File: src/rtl/mult_arbiter.sv
`default_nettype none
// ============================================================================
// Module      : mult_arbiter
// Description : Shares one fully pipelined signed multiplier among N_REQ
//               requesters. A combinational round-robin arbiter grants at
//               most one requester per cycle. The granted operands are
//               registered onto the multiplier inputs. A tag pipeline follows
//               each operation so its product can be routed back as a
//               one-hot result strobe on a shared result bus.
// Ports       : clk_i, rst_i          - clock, async active-high reset
//               req_mask_i            - per-requester enable
//               req_valid_i           - per-requester operand valid
//               req_ready_o           - per-requester grant (one-hot or 0)
//               req_a_i / req_b_i     - packed operands, requester i at slice i
//               res_valid_o / res_o   - one-hot result strobe, shared result
//               mul_a_o / mul_b_o     - operands to the external multiplier
//               mul_res_i             - product, MUL_LATENCY cycles later
//               busy_o                - any operation issued or in flight
// Revision    : 1.0 - initial release
// ============================================================================
module mult_arbiter #(
  parameter int N_REQ       = 4,
  parameter int A_WIDTH     = 25,
  parameter int B_WIDTH     = 18,
  parameter int R_WIDTH     = A_WIDTH + B_WIDTH,
  parameter int MUL_LATENCY = 2
) (
  input  logic                     clk_i,
  input  logic                     rst_i,
  input  logic [N_REQ-1:0]         req_mask_i,
  input  logic [N_REQ-1:0]         req_valid_i,
  output logic [N_REQ-1:0]         req_ready_o,
  input  logic [N_REQ*A_WIDTH-1:0] req_a_i,
  input  logic [N_REQ*B_WIDTH-1:0] req_b_i,
  output logic [N_REQ-1:0]         res_valid_o,
  output logic [R_WIDTH-1:0]       res_o,
  output logic [A_WIDTH-1:0]       mul_a_o,
  output logic [B_WIDTH-1:0]       mul_b_o,
  input  logic [R_WIDTH-1:0]       mul_res_i,
  output logic                     busy_o
);

  localparam int C_IDX_W = (N_REQ > 1) ? $clog2(N_REQ) : 1;
  // Reset the pointer to the last requester so requester 0 is searched first.
  localparam logic [C_IDX_W-1:0] C_PTR_RST = C_IDX_W'(N_REQ - 1);

  // Arbitration
  logic [N_REQ-1:0]   w_eligible;
  logic [N_REQ-1:0]   w_ready;
  logic [C_IDX_W-1:0] w_cand;
  logic [C_IDX_W-1:0] w_grant_idx;
  logic               w_found;
  logic               w_handshake;

  // Registers
  logic [C_IDX_W-1:0] ptr_q, ptr_d;
  logic [A_WIDTH-1:0] mul_a_q, mul_a_d;
  logic [B_WIDTH-1:0] mul_b_q, mul_b_d;
  // Stage 0 travels with the registered operands; stage MUL_LATENCY lines up
  // with the product on mul_res_i.
  logic [MUL_LATENCY:0]              tag_v_q, tag_v_d;
  logic [MUL_LATENCY:0][C_IDX_W-1:0] tag_idx_q, tag_idx_d;
  logic [N_REQ-1:0]   res_valid_q, res_valid_d;
  logic [R_WIDTH-1:0] res_q, res_d;

  assign w_eligible = req_valid_i & req_mask_i;

  // Round-robin search starting just after the last granted requester.
  always_comb begin
    w_found     = 1'b0;
    w_grant_idx = '0;
    w_cand      = '0;
    for (int k = 1; k <= N_REQ; k++) begin
      w_cand = C_IDX_W'((int'(ptr_q) + k) % N_REQ);
      if (!w_found && w_eligible[w_cand]) begin
        w_found     = 1'b1;
        w_grant_idx = w_cand;
      end
    end
  end

  // Grants are suppressed while reset is held, independent of the clock.
  assign w_ready     = (w_found && !rst_i) ? (N_REQ'(1) << w_grant_idx) : '0;
  assign w_handshake = |(w_ready & req_valid_i);

  // Next-state: pointer, operand mux and tag shift.
  always_comb begin
    ptr_d   = w_handshake ? w_grant_idx : ptr_q;
    mul_a_d = '0;
    mul_b_d = '0;
    for (int i = 0; i < N_REQ; i++) begin
      if (w_ready[i]) begin
        mul_a_d = req_a_i[i*A_WIDTH +: A_WIDTH];
        mul_b_d = req_b_i[i*B_WIDTH +: B_WIDTH];
      end
    end
    tag_v_d      = '0;
    tag_idx_d    = '0;
    tag_v_d[0]   = w_handshake;
    tag_idx_d[0] = w_grant_idx;
    for (int s = 1; s <= MUL_LATENCY; s++) begin
      tag_v_d[s]   = tag_v_q[s-1];
      tag_idx_d[s] = tag_idx_q[s-1];
    end
  end

  // Result capture: res_o keeps its last product when nothing returns.
  always_comb begin
    res_valid_d = '0;
    res_d       = res_q;
    if (tag_v_q[MUL_LATENCY]) begin
      res_valid_d = N_REQ'(1) << tag_idx_q[MUL_LATENCY];
      res_d       = mul_res_i;
    end
  end

  always_ff @(posedge clk_i or posedge rst_i) begin
    if (rst_i) begin
      ptr_q       <= C_PTR_RST;
      mul_a_q     <= '0;
      mul_b_q     <= '0;
      tag_v_q     <= '0;
      tag_idx_q   <= '0;
      res_valid_q <= '0;
      res_q       <= '0;
    end else begin
      ptr_q       <= ptr_d;
      mul_a_q     <= mul_a_d;
      mul_b_q     <= mul_b_d;
      tag_v_q     <= tag_v_d;
      tag_idx_q   <= tag_idx_d;
      res_valid_q <= res_valid_d;
      res_q       <= res_d;
    end
  end

  assign req_ready_o = w_ready;
  assign mul_a_o     = mul_a_q;
  assign mul_b_o     = mul_b_q;
  assign res_valid_o = res_valid_q;
  assign res_o       = res_q;
  assign busy_o      = |tag_v_q;

endmodule
`default_nettype wire

File: config.mk
export PLATFORM = sky130hd
export DESIGN_NAME = mult_arbiter
export DESIGN_NICKNAME = d
export VERILOG_FILES = /design/src/rtl/mult_arbiter.sv
export SDC_FILE = /design/constraint.sdc
export NUM_CORES = 1
export LEC_CHECK = 0
export BUFFER_PORTS_ARGS = -buffer_cell sky130_fd_sc_hd__buf_2
export CORE_AREA = 2 2 125 127
export CTS_BUF_LIST = sky130_fd_sc_hd__clkbuf_8
export DETAILED_ROUTE_END_ITERATION = 6
export DIE_AREA = 0 0 127 129
export REMOVE_ABC_BUFFERS = 1
export SLEW_MARGIN = 20
export SYNTH_ARGS = -nofsm -noshare
export SYNTH_HDL_FRONTEND = slang
export SYNTH_SLANG_ARGS = --single-unit
File: constraint.sdc
create_clock -name clk_i -period 3.9 [get_ports clk_i]
set_input_delay 0 -clock clk_i [delete_from_list [all_inputs] [get_ports clk_i]]
set_output_delay 0 -clock clk_i [all_outputs]
set_load 0.01 [all_outputs]
==> impl_summary.md, run 1 <==
Outcome
The first error in the log reads "[ERROR RSZ-0060] Max buffer count reached". The last flow stage reached is 4_1_cts. The run stopped with a tool error.

Clock tree
In this run, CTS created clock tree buffers numbering 9. The H-tree generated during clock tree synthesis spans 3 levels. The post-CTS setup buffer count is 0. The number of buffers on the longest clock path is 2. Clock tree synthesis found a total of 101 sinks. The number of gates resized after cts is 0. The root cell of the clock tree is sky130_fd_sc_hd__clkbuf_8. In this run, post-CTS hold repair placed 170 buffers.

Die
The initial core utilization is 32.3%. The die span in x is 127 um. In this run the vertical extent of the chip is 129 um. Pin placement for this block handled 320 I/O pins. The floorplan has 45 rows.

Yosys
The biggest area consumer among synthesized cells is sky130_fd_sc_hd__dfrtp_1. The Yosys step of the flow raised 0 warnings. Averaged over all synthesized cells, the footprint is 14.6 um^2.

For this run, the register share of the synthesized area comes to 52.3%. The number of storage elements in the synthesis netlist is 101. The post-synthesis instance total is 332. The synthesized netlist contains 32 unique library cells.

The share of Yosys cell area claimed by the top area cell type is 51.2%. In the post-synthesis netlist, the biggest area contributors are sky130_fd_sc_hd__dfrtp_1 51%, sky130_fd_sc_hd__mux2i_1 18%, sky130_fd_sc_hd__mux2_2 10%. The mapped netlist covers 0.00484 mm^2.

Place
Detailed placement finished with a half-perimeter wire length of 10.4 mm. The number of I/O port buffers is 319. The number of instances in the placed design is 821. Routability-driven placement finished with a final weighted congestion of 0.822.
==> kinds of logic after synthesis <==
| kind of cell | Yosys count | share of synthesized area [%] |
|---|---|---|
| muxes | 129 | 27.8 |
| AOI/OAI and AO/OA | 52 | 12.3 |
| buffers and inverters | 27 | 4.86 |
| DFF | 101 | 52.3 |
| and+or+nand+nor | 23 | 2.67 |
==> synth_stat cells <==
cell / count
sky130_fd_sc_hd__nor3b_1: 2
sky130_fd_sc_hd__mux2i_1: 86
sky130_fd_sc_hd__a221oi_2: 1
sky130_fd_sc_hd__buf_2: 1
sky130_fd_sc_hd__nand2_1: 4
sky130_fd_sc_hd__buf_6: 4
sky130_fd_sc_hd__a21oi_1: 2
sky130_fd_sc_hd__or3_1: 1
sky130_fd_sc_hd__nand2b_1: 1
sky130_fd_sc_hd__nor2_1: 7
sky130_fd_sc_hd__dfstp_2: 2
sky130_fd_sc_hd__and3b_1: 2
sky130_fd_sc_hd__buf_12: 4
sky130_fd_sc_hd__a221oi_4: 1
sky130_fd_sc_hd__buf_4: 10
sky130_fd_sc_hd__a32o_1: 1
sky130_fd_sc_hd__nand3_1: 1
sky130_fd_sc_hd__and3_1: 1
sky130_fd_sc_hd__and2_1: 1
sky130_fd_sc_hd__o22ai_1: 6
sky130_fd_sc_hd__dfrtp_1: 99
sky130_fd_sc_hd__o22ai_2: 38
sky130_fd_sc_hd__nand2_2: 1
sky130_fd_sc_hd__nand2_4: 1
sky130_fd_sc_hd__buf_1: 2
sky130_fd_sc_hd__a41oi_1: 1
sky130_fd_sc_hd__clkbuf_1: 3
sky130_fd_sc_hd__a22o_1: 1
sky130_fd_sc_hd__mux2_2: 43
sky130_fd_sc_hd__o21ai_0: 1
sky130_fd_sc_hd__nand3b_1: 1
sky130_fd_sc_hd__inv_1: 3
==> stage by stage <==
step	setup slack (ns)	utilization [%]	TNS, ns	instance area, um^2
floorplan	-3.11	-	-150.52	4610
global placement	1.59	43.5	0	6520
detailed placement	1.53	43.5	0	6520
==> run 2, diff against run 1 <==
--- a/config.mk
+++ b/config.mk
@@ -7,9 +7,9 @@
 export LEC_CHECK = 0
 export BUFFER_PORTS_ARGS = -buffer_cell sky130_fd_sc_hd__buf_2
 export CORE_AREA = 2 2 125 127
-export CTS_BUF_LIST = sky130_fd_sc_hd__clkbuf_8
 export DETAILED_ROUTE_END_ITERATION = 6
 export DIE_AREA = 0 0 127 129
+export PLACE_DENSITY_LB_ADDON = 0.15
 export REMOVE_ABC_BUFFERS = 1
 export SLEW_MARGIN = 20
 export SYNTH_ARGS = -nofsm -noshare
==> run 2 against run 1 <==
Against the previous run: the flow now finishes without violations; synthesized area unchanged; synthesized cell count did not move.
==> impl_summary.md, run 2 <==
Critical path
The family of cells with the greatest summed delay on the critical path is buffers and inverters. The flop-to-flop setup slack is 0.45 ns. The highest fanout seen on the critical path is 34. The worst setup path is captured at a register. The kind of start point of the critical path is a register. The biggest cell delay along the critical path is 0.60 ns. The critical path goes through nand3b_1 -> a21oi_1 -> a221oi_4 -> buf_4 -> mux2i_1 -> dlygate4sd3_1 -> o22ai_2 -> dlygate4sd3_1.

The critical setup path kind is register to register. STA puts the critical path data arrival time at 3.67 ns. The cell with the largest stage delay on the worst path is sky130_fd_sc_hd__dlygate4sd3_1.

For the worst setup path, the data required time is 4.12 ns. The worst register-to-register path begins at ptr_q[1]. The number of buffers and inverters on the critical path is 3.

The cell that appears most often on the critical path is sky130_fd_sc_hd__dlygate4sd3_1. The endpoint of the most critical register-to-register path is mul_a_o[10]. The depth of the worst register-to-register path is 8.

Die
For this design the top-level I/O count stands at 320. The die span in x is 127 um. The initial core utilization is 32.3%. The floorplan step set the die height to 129 um. The floorplan has 45 rows.

The core footprint is 0.0150 mm^2. The overall die area is 0.0164 mm^2.

Place
The number of I/O port buffers is 319. The pre-CTS setup slack is 1.54 ns. Detailed placement finished with a half-perimeter wire length of 10.4 mm. The weighted congestion reported at the end of routability-driven placement is 0.777.

Clock tree
The clock tree synthesis step divided the H-tree into 3 levels. After clock tree synthesis, the clock-pin slew on the worst setup and hold paths is 0.07 ns. The longest clock path from root to sink contains 2 buffers. The number of sinks handled by clock tree synthesis is 101. CTS placed an instance of sky130_fd_sc_hd__clkbuf_16 at the clock tree root. The clock tree from TritonCTS is done.

The number of clock buffers inserted by TritonCTS is 9. The latest clock arrival within the worst-skew pair is 0.34 ns.

Min path
For hold timing, the worst endpoint is mul_b_o[14]. The instance count along the most critical hold path is 3. The startpoint of the worst hold path is req_b_i[68].

The tightest min-delay check is of the input port to register type.

Layout
The number of fillers in the final layout is 1,265. The library cell used most frequently in the layout, excluding fill and tap cells, is sky130_fd_sc_hd__buf_2. Cells with a size suffix above 1 make up 52.8% of the layout.

The flip-flop count of the largest register after layout is 43. From synthesis to final layout, the design area changed by 74.9%. The top cell types in the final layout, fill and taps aside, are 319 x sky130_fd_sc_hd__buf_2, 166 x sky130_fd_sc_hd__dlygate4sd3_1, 98 x sky130_fd_sc_hd__dfrtp_1. The total number of nets in the final design is 1,035.

STA
Setup slack closes at 0.452 ns. The worst path needs 3.45 ns of the cycle, external delays included. The worst hold slack across all endpoints is 0.0126 ns. The final max-slew violation count is 0. For the pin with the worst max-slew slack, the measured transition is 0.992 ns. The period utilization is 88.4%. The count of final setup violators is 0.

The clock skew after layout is 0.00878 ns. For this run, the top clock speed supported by timing is 0.290 GHz. The relative slew slack is 33.9%. Setup repair after global routing left no endpoint under its margin. The count of endpoints failing hold in the final timing report is 0.

Power and ir drop
The power per standard cell area is 379 mW/mm^2. The leakage power of the design is 4.45 nW. The maximum vdd ir drop is 0.241 mV.

Drt
The via count is 4,618. The violation count after the first detailed-route iteration is 109. After detailed routing, the number of vias per cell comes to 4.60.

The detail route stage leaves a number of antenna-violating nets equal to 0. In the routed design, unresolved DRC markers number 0. The average wire per cell in the routed design is 15.6 um. The total iterations of the first detailed-routing run is 4.

The wire length after detailed routing is 15.6 mm.

Run
The max-cap check violation count is 0.

Global route
The leftover overflow at the end of global routing is 0. The total routing usage reported by global routing is 18.3%. The first-pass GRT wire length is 23.7 mm. The number of global-route vias before repair is 4,961. The maximum number of pins on one net before global-route repair is 73. The initial antenna violation count is 1.

Yosys
The cell with the most instances after synthesis is sky130_fd_sc_hd__dfrtp_1. The post-synthesis instance total is 332. After synthesis, the mean cell area works out to 14.6 um^2. The async set-or-reset flop fraction in the synthesized netlist is 100%.

By area, the combinational part of the netlist is dominated by multiplexers. Summing the areas of all compound-gate instances in the mapped netlist gives 12.3% of the synthesized area. After Yosys synthesis, full adders, half adders and majority gates account for 0% of the synthesized area. The top cell type by area accounts for 51.2% of the synthesized area. The yosys synthesis warning count is 0. The number of storage elements in the synthesis netlist is 101.

The biggest area consumer among synthesized cells is sky130_fd_sc_hd__dfrtp_1. The fraction of synthesized cell area in xor and xnor cells is 0%. The share of the Yosys chip area taken by registers is 52.3%. In this run, synthesis inferred 0 flip-flops with an integrated enable. Summing the areas of all and, or, nand and nor instances in the mapped netlist gives 2.66% of the synthesized area. The most used flip-flop cell after synthesis is sky130_fd_sc_hd__dfrtp_1. The synthesized netlist occupies a cell area of 0.00484 mm^2. Sorting the synthesized cells by how often they occur yields 99 x sky130_fd_sc_hd__dfrtp_1, 86 x sky130_fd_sc_hd__mux2i_1, 43 x sky130_fd_sc_hd__mux2_2, 38 x sky130_fd_sc_hd__o22ai_2, 10 x sky130_fd_sc_hd__buf_4. The post-synthesis mux area share is 27.8%. The count of distinct cell types in the synthesized netlist is 32. By area the synthesized netlist is led by sky130_fd_sc_hd__dfrtp_1 51%, sky130_fd_sc_hd__mux2i_1 18%, sky130_fd_sc_hd__mux2_2 10%.

Outcome
The flow ran to the end, and the final reports show no timing, DRC or antenna violations.
-- run 2: cell counts after synthesis --
No cell type changed its count.
-- run 2: timing repair --
item                                    in CTS  in global routing
resized for setup                            0                  0
buffers inserted                             0                  0
hold buffers                               166                  0
hold endpoints to repair                   115                  0
endpoints found under the setup margin       0                  0
-- run 2: final cells by class --
type                            count  area [um^2]  area share, %
Clock inverter                      6         56.3          0.666
Sequential cell                   101         2530           29.9
Inverter                            3         13.8          0.163
Tap cell                          188          235           2.78
Antenna cell                        1         2.50         0.0296
Clock buffer                       10          229           2.71
Timing Repair Buffer              491         3300           39.1
Multi-Input combinational cell    204         2080           24.7
-- run 2: worst max-delay path by stage --
stage,start,to,slack [ns],depth (start not counted)
final,ptr_q[1],mul_a_o[10],0.45,8
after global routing,ptr_q[1],mul_a_o[10],0.28,8
after CTS,ptr_q[1],mul_a_o[23],0.54,8
after detailed placement,ptr_q[1],mul_b_o[8],1.54,6
after global placement,ptr_q[1],mul_b_o[8],1.56,6
after floorplan,ptr_q[1],mul_a_o[0],-3.11,5
-- run 2: logic make-up after synthesis --
kind of cell	after synthesis
compound gates	52
flops	101
mux	129
simple gates	23
buf+inv	27
-- run 2: per-layer routing --
layer / global-route usage (%) / routed length [um]
met3: 5.78 / 1370
met4: 7.43 / 427
met5: 0 / 0
met2: 34.5 / 8230
met1: 18.9 / 5610
-- run 2: worst min-delay path, cell delays in order --
cell                      delay (ns)
sky130_fd_sc_hd__buf_2          0.07
sky130_fd_sc_hd__mux2i_1        0.07
sky130_fd_sc_hd__o22ai_2        0.15
-- run 2: metrics by stage --
step / std cells / utilization, % / TNS, ns / cell area (um^2) / power [mW]
final: 1004 / 56.5 / 0 / 8460 / 3.21
after global routing: 1003 / 56.4 / 0 / 8450 / 3.38
after CTS: 1003 / 56.4 / 0 / 8450 / 3.24
after detailed placement: 821 / 43.4 / 0 / 6510 / 2.14
after global placement: 821 / 43.4 / 0 / 6510 / 2.13
after floorplan: 308 / - / -150.52 / 4610 / 1.86
-- run 2: where the power goes --
group	switching, mW	total (mW)	internal [mW]	leakage, nW
registers	0.0726	1.27	1.20	1.26
clock network	0.408	0.854	0.446	0.137
logic	0.469	1.08	0.613	3.06
No activity file was read; power rests on OpenSTA's default activity.
==> run 3, diff against run 2 <==
--- a/config.mk
+++ b/config.mk
@@ -9,7 +9,7 @@
 export CORE_AREA = 2 2 125 127
 export DETAILED_ROUTE_END_ITERATION = 6
 export DIE_AREA = 0 0 127 129
-export PLACE_DENSITY_LB_ADDON = 0.15
+export PLACE_DENSITY = 0.62
 export REMOVE_ABC_BUFFERS = 1
 export SLEW_MARGIN = 20
 export SYNTH_ARGS = -nofsm -noshare
==> run 3 against run 2 <==
Against the previous run: die area is the same; first-iteration DRC count grew 20%; cell count shrank 0.20%; combinational power is essentially flat; sequential power is essentially flat; design area grew 0.19%; total power grew 1.3%; global-route usage shrank 0.33 points; clock-buffer cell count is the same; worst setup slack gained 0.28 ns.
==> impl_summary.md, run 3 (synthesis results as in run 2) <==
Layout
The number of antenna diodes in the final layout is 0. The flip-flop count of the largest register after layout is 43. The most common cell after layout, fill and taps aside is sky130_fd_sc_hd__buf_2.

The number of fillers in the final layout is 1,217. Compared with the post-synthesis result, the final layout area differs by 75.2%. In the layout the commonest cells are 319 x sky130_fd_sc_hd__buf_2, 166 x sky130_fd_sc_hd__dlygate4sd3_1, 98 x sky130_fd_sc_hd__dfrtp_1. For this run, the share of the core covered by cells in the final layout is 56.6%. The total number of nets in the final design is 1,034. The fraction of final layout cells sized beyond drive strength 1 is 52.7%.

STA
The final max-slew violation count is 0. The clock period minus final worst setup slack is 3.17 ns. The count of endpoints failing hold in the final timing report is 0.

The slew at the pin closest to its max-slew limit is 0.993 ns. Setup violations remaining at the end of the flow were counted as 0. The relative slew slack is 33.8%.

Setup repair after global routing left no endpoint under its margin. Dividing the final minimum period by the clock period gives 81.2%. For this run, the top clock speed supported by timing is 0.316 GHz. For the final routed database, the setup TNS stands at 0 ns. The clock skew after layout is 0.00772 ns.

Clock tree
TritonCTS built the clock tree. The number of gates resized after cts is 0. The number of sinks handled by clock tree synthesis is 101. At the later pin of the worst-skew pair, clock insertion delay measures 0.34 ns. The number of buffers on the longest clock path is 2. The tree is rooted in a sky130_fd_sc_hd__clkbuf_16. Clock tree synthesis inserted a total of 9 buffers.

The post-CTS setup buffer count is 0. Clock-pin slew was measured on the worst setup and hold paths at 0.07 ns. The number of levels the H-tree was split into is 3.

Power and ir drop
After layout, the design draws a total of 3.25 mW. The leakage power of the design is 4.46 nW. The maximum vdd ir drop is 0.182 mV. The power per standard cell area is 384 mW/mm^2.

Drt
The via count is 4,585. The average via count per standard cell is 4.58. The average wire per cell in the routed design is 14.9 um. The wire length after detailed routing is 15.0 mm. For this run, design rule violations remaining after detail routing come to 0. The total iterations of the first detailed-routing run is 4.

In this run the remaining antenna-violating nets after routing total 0. The violation count after the first detailed-route iteration is 131.

Critical path
The worst setup path is launched from a register. The data arrival time of the critical path is 3.39 ns. In this run the worst path has a maximum fanout of 65.

The worst setup path is captured at a register. The required time of the worst setup path is 4.12 ns. The source of the critical timing path is ptr_q[1]. The launch point of the worst reg-to-reg path is ptr_q[1]. The worst setup path is of the register to register kind.

Global route
The total overflow left after global routing is 0. The first global-routing pass estimated 23.1 mm of wire. The number of global-route vias before repair is 4,838.

The initial antenna violation count is 0. For this run, the total global-route usage over all layers was measured as 18.0%. The maximum number of pins on one net before global-route repair is 66.

Die
In this run the core area contains 45 standard-cell rows. The core footprint is 0.0150 mm^2. For this configuration, the core starts out at a cell density of 32.3%. The overall die area is 0.0164 mm^2. The I/O pin total is 320.

Measured along the x axis, the die boundary spans 127 um. From bottom edge to top edge, the die measures 129 um.

Min path
The min-delay analysis places its worst path in the category input port to register. The worst hold path begins at req_b_i[20].

Run
Max-cap violations in this run came to 0.

Place
Port buffering added 319 buffers. At the end of routability-driven placement, the weighted congestion stood at 0.852. The estimated wirelength of the detail-placed design is 10.3 mm.

Outcome
The run finished with clean final reports.
run 3: area by class of cell:
cell class	count	area, um^2	share of cell area (%)
timing repair buffer	490	3310	39.0
sequential	101	2530	29.9
multi-input combinational	204	2080	24.6
tap	188	235	2.78
clock buffer	10	229	2.70
clock inverter	6	70.1	0.827
inverter	3	13.8	0.162
run 3: metrics by stage:
stage	worst slack (ns)	hold WS [ns]	instance area, um^2	cells
2_1_floorplan	-3.11	0.110	4610	308
3_3_place_gp	1.37	0.0856	6510	820
3_5_place_dp	1.29	0.0820	6510	820
4_1_cts	0.751	0.00131	8470	1002
5_1_grt	0.555	0.0100	8470	1002
6_report	0.734	0.00580	8470	1002
run 3: final timing paths:
kind	endpoint	slack (ns)	cells after the start
max	mul_a_o[17]	0.73	8
min in group asynchronous	mul_a_o[6]	0.27	3
min	mul_b_o[2]	0.006	3
max in group asynchronous	tag_v_q[2]	2.40	4
min reg2reg	tag_idx_q[4]	0.35	0
max reg2reg	mul_a_o[17]	0.73	8
run 3: per-layer routing:
metal	part of all wire (%)	up-vias	routed length [um]	global-route usage [%]
met3	8.9	21	1330	5.45
met1	37	2152	5560	19.3
met2	53	219	7860	34.1
met5	0	-	0	0
met4	1.4	0	212	5.49
li1	-	2193	-	-
run 3: timing repair:
| action | in CTS | in global routing |
|---|---|---|
| setup endpoints to repair | 0 | 0 |
| endpoints found under the hold margin | 121 | 0 |
| hold buffers | 166 | 0 |
run 3: worst max-delay path, cell delays in order (launching register included):
cell	delay, ns
sky130_fd_sc_hd__dfstp_2	0.58
sky130_fd_sc_hd__nand3b_1	0.14
sky130_fd_sc_hd__a21oi_1	0.10
sky130_fd_sc_hd__a221oi_4	0.26
sky130_fd_sc_hd__buf_12	0.38
sky130_fd_sc_hd__mux2i_1	0.25
sky130_fd_sc_hd__dlygate4sd3_1	0.59
sky130_fd_sc_hd__o22ai_2	0.08
sky130_fd_sc_hd__dlygate4sd3_1	0.59
run 3: report_power, final:
part | internal, mW | leakage, nW | switching (mW)
Sequential | 1.20 | 1.26 | 0.0770
Combinational | 0.618 | 3.07 | 0.468
Clock | 0.503 | 0.141 | 0.386
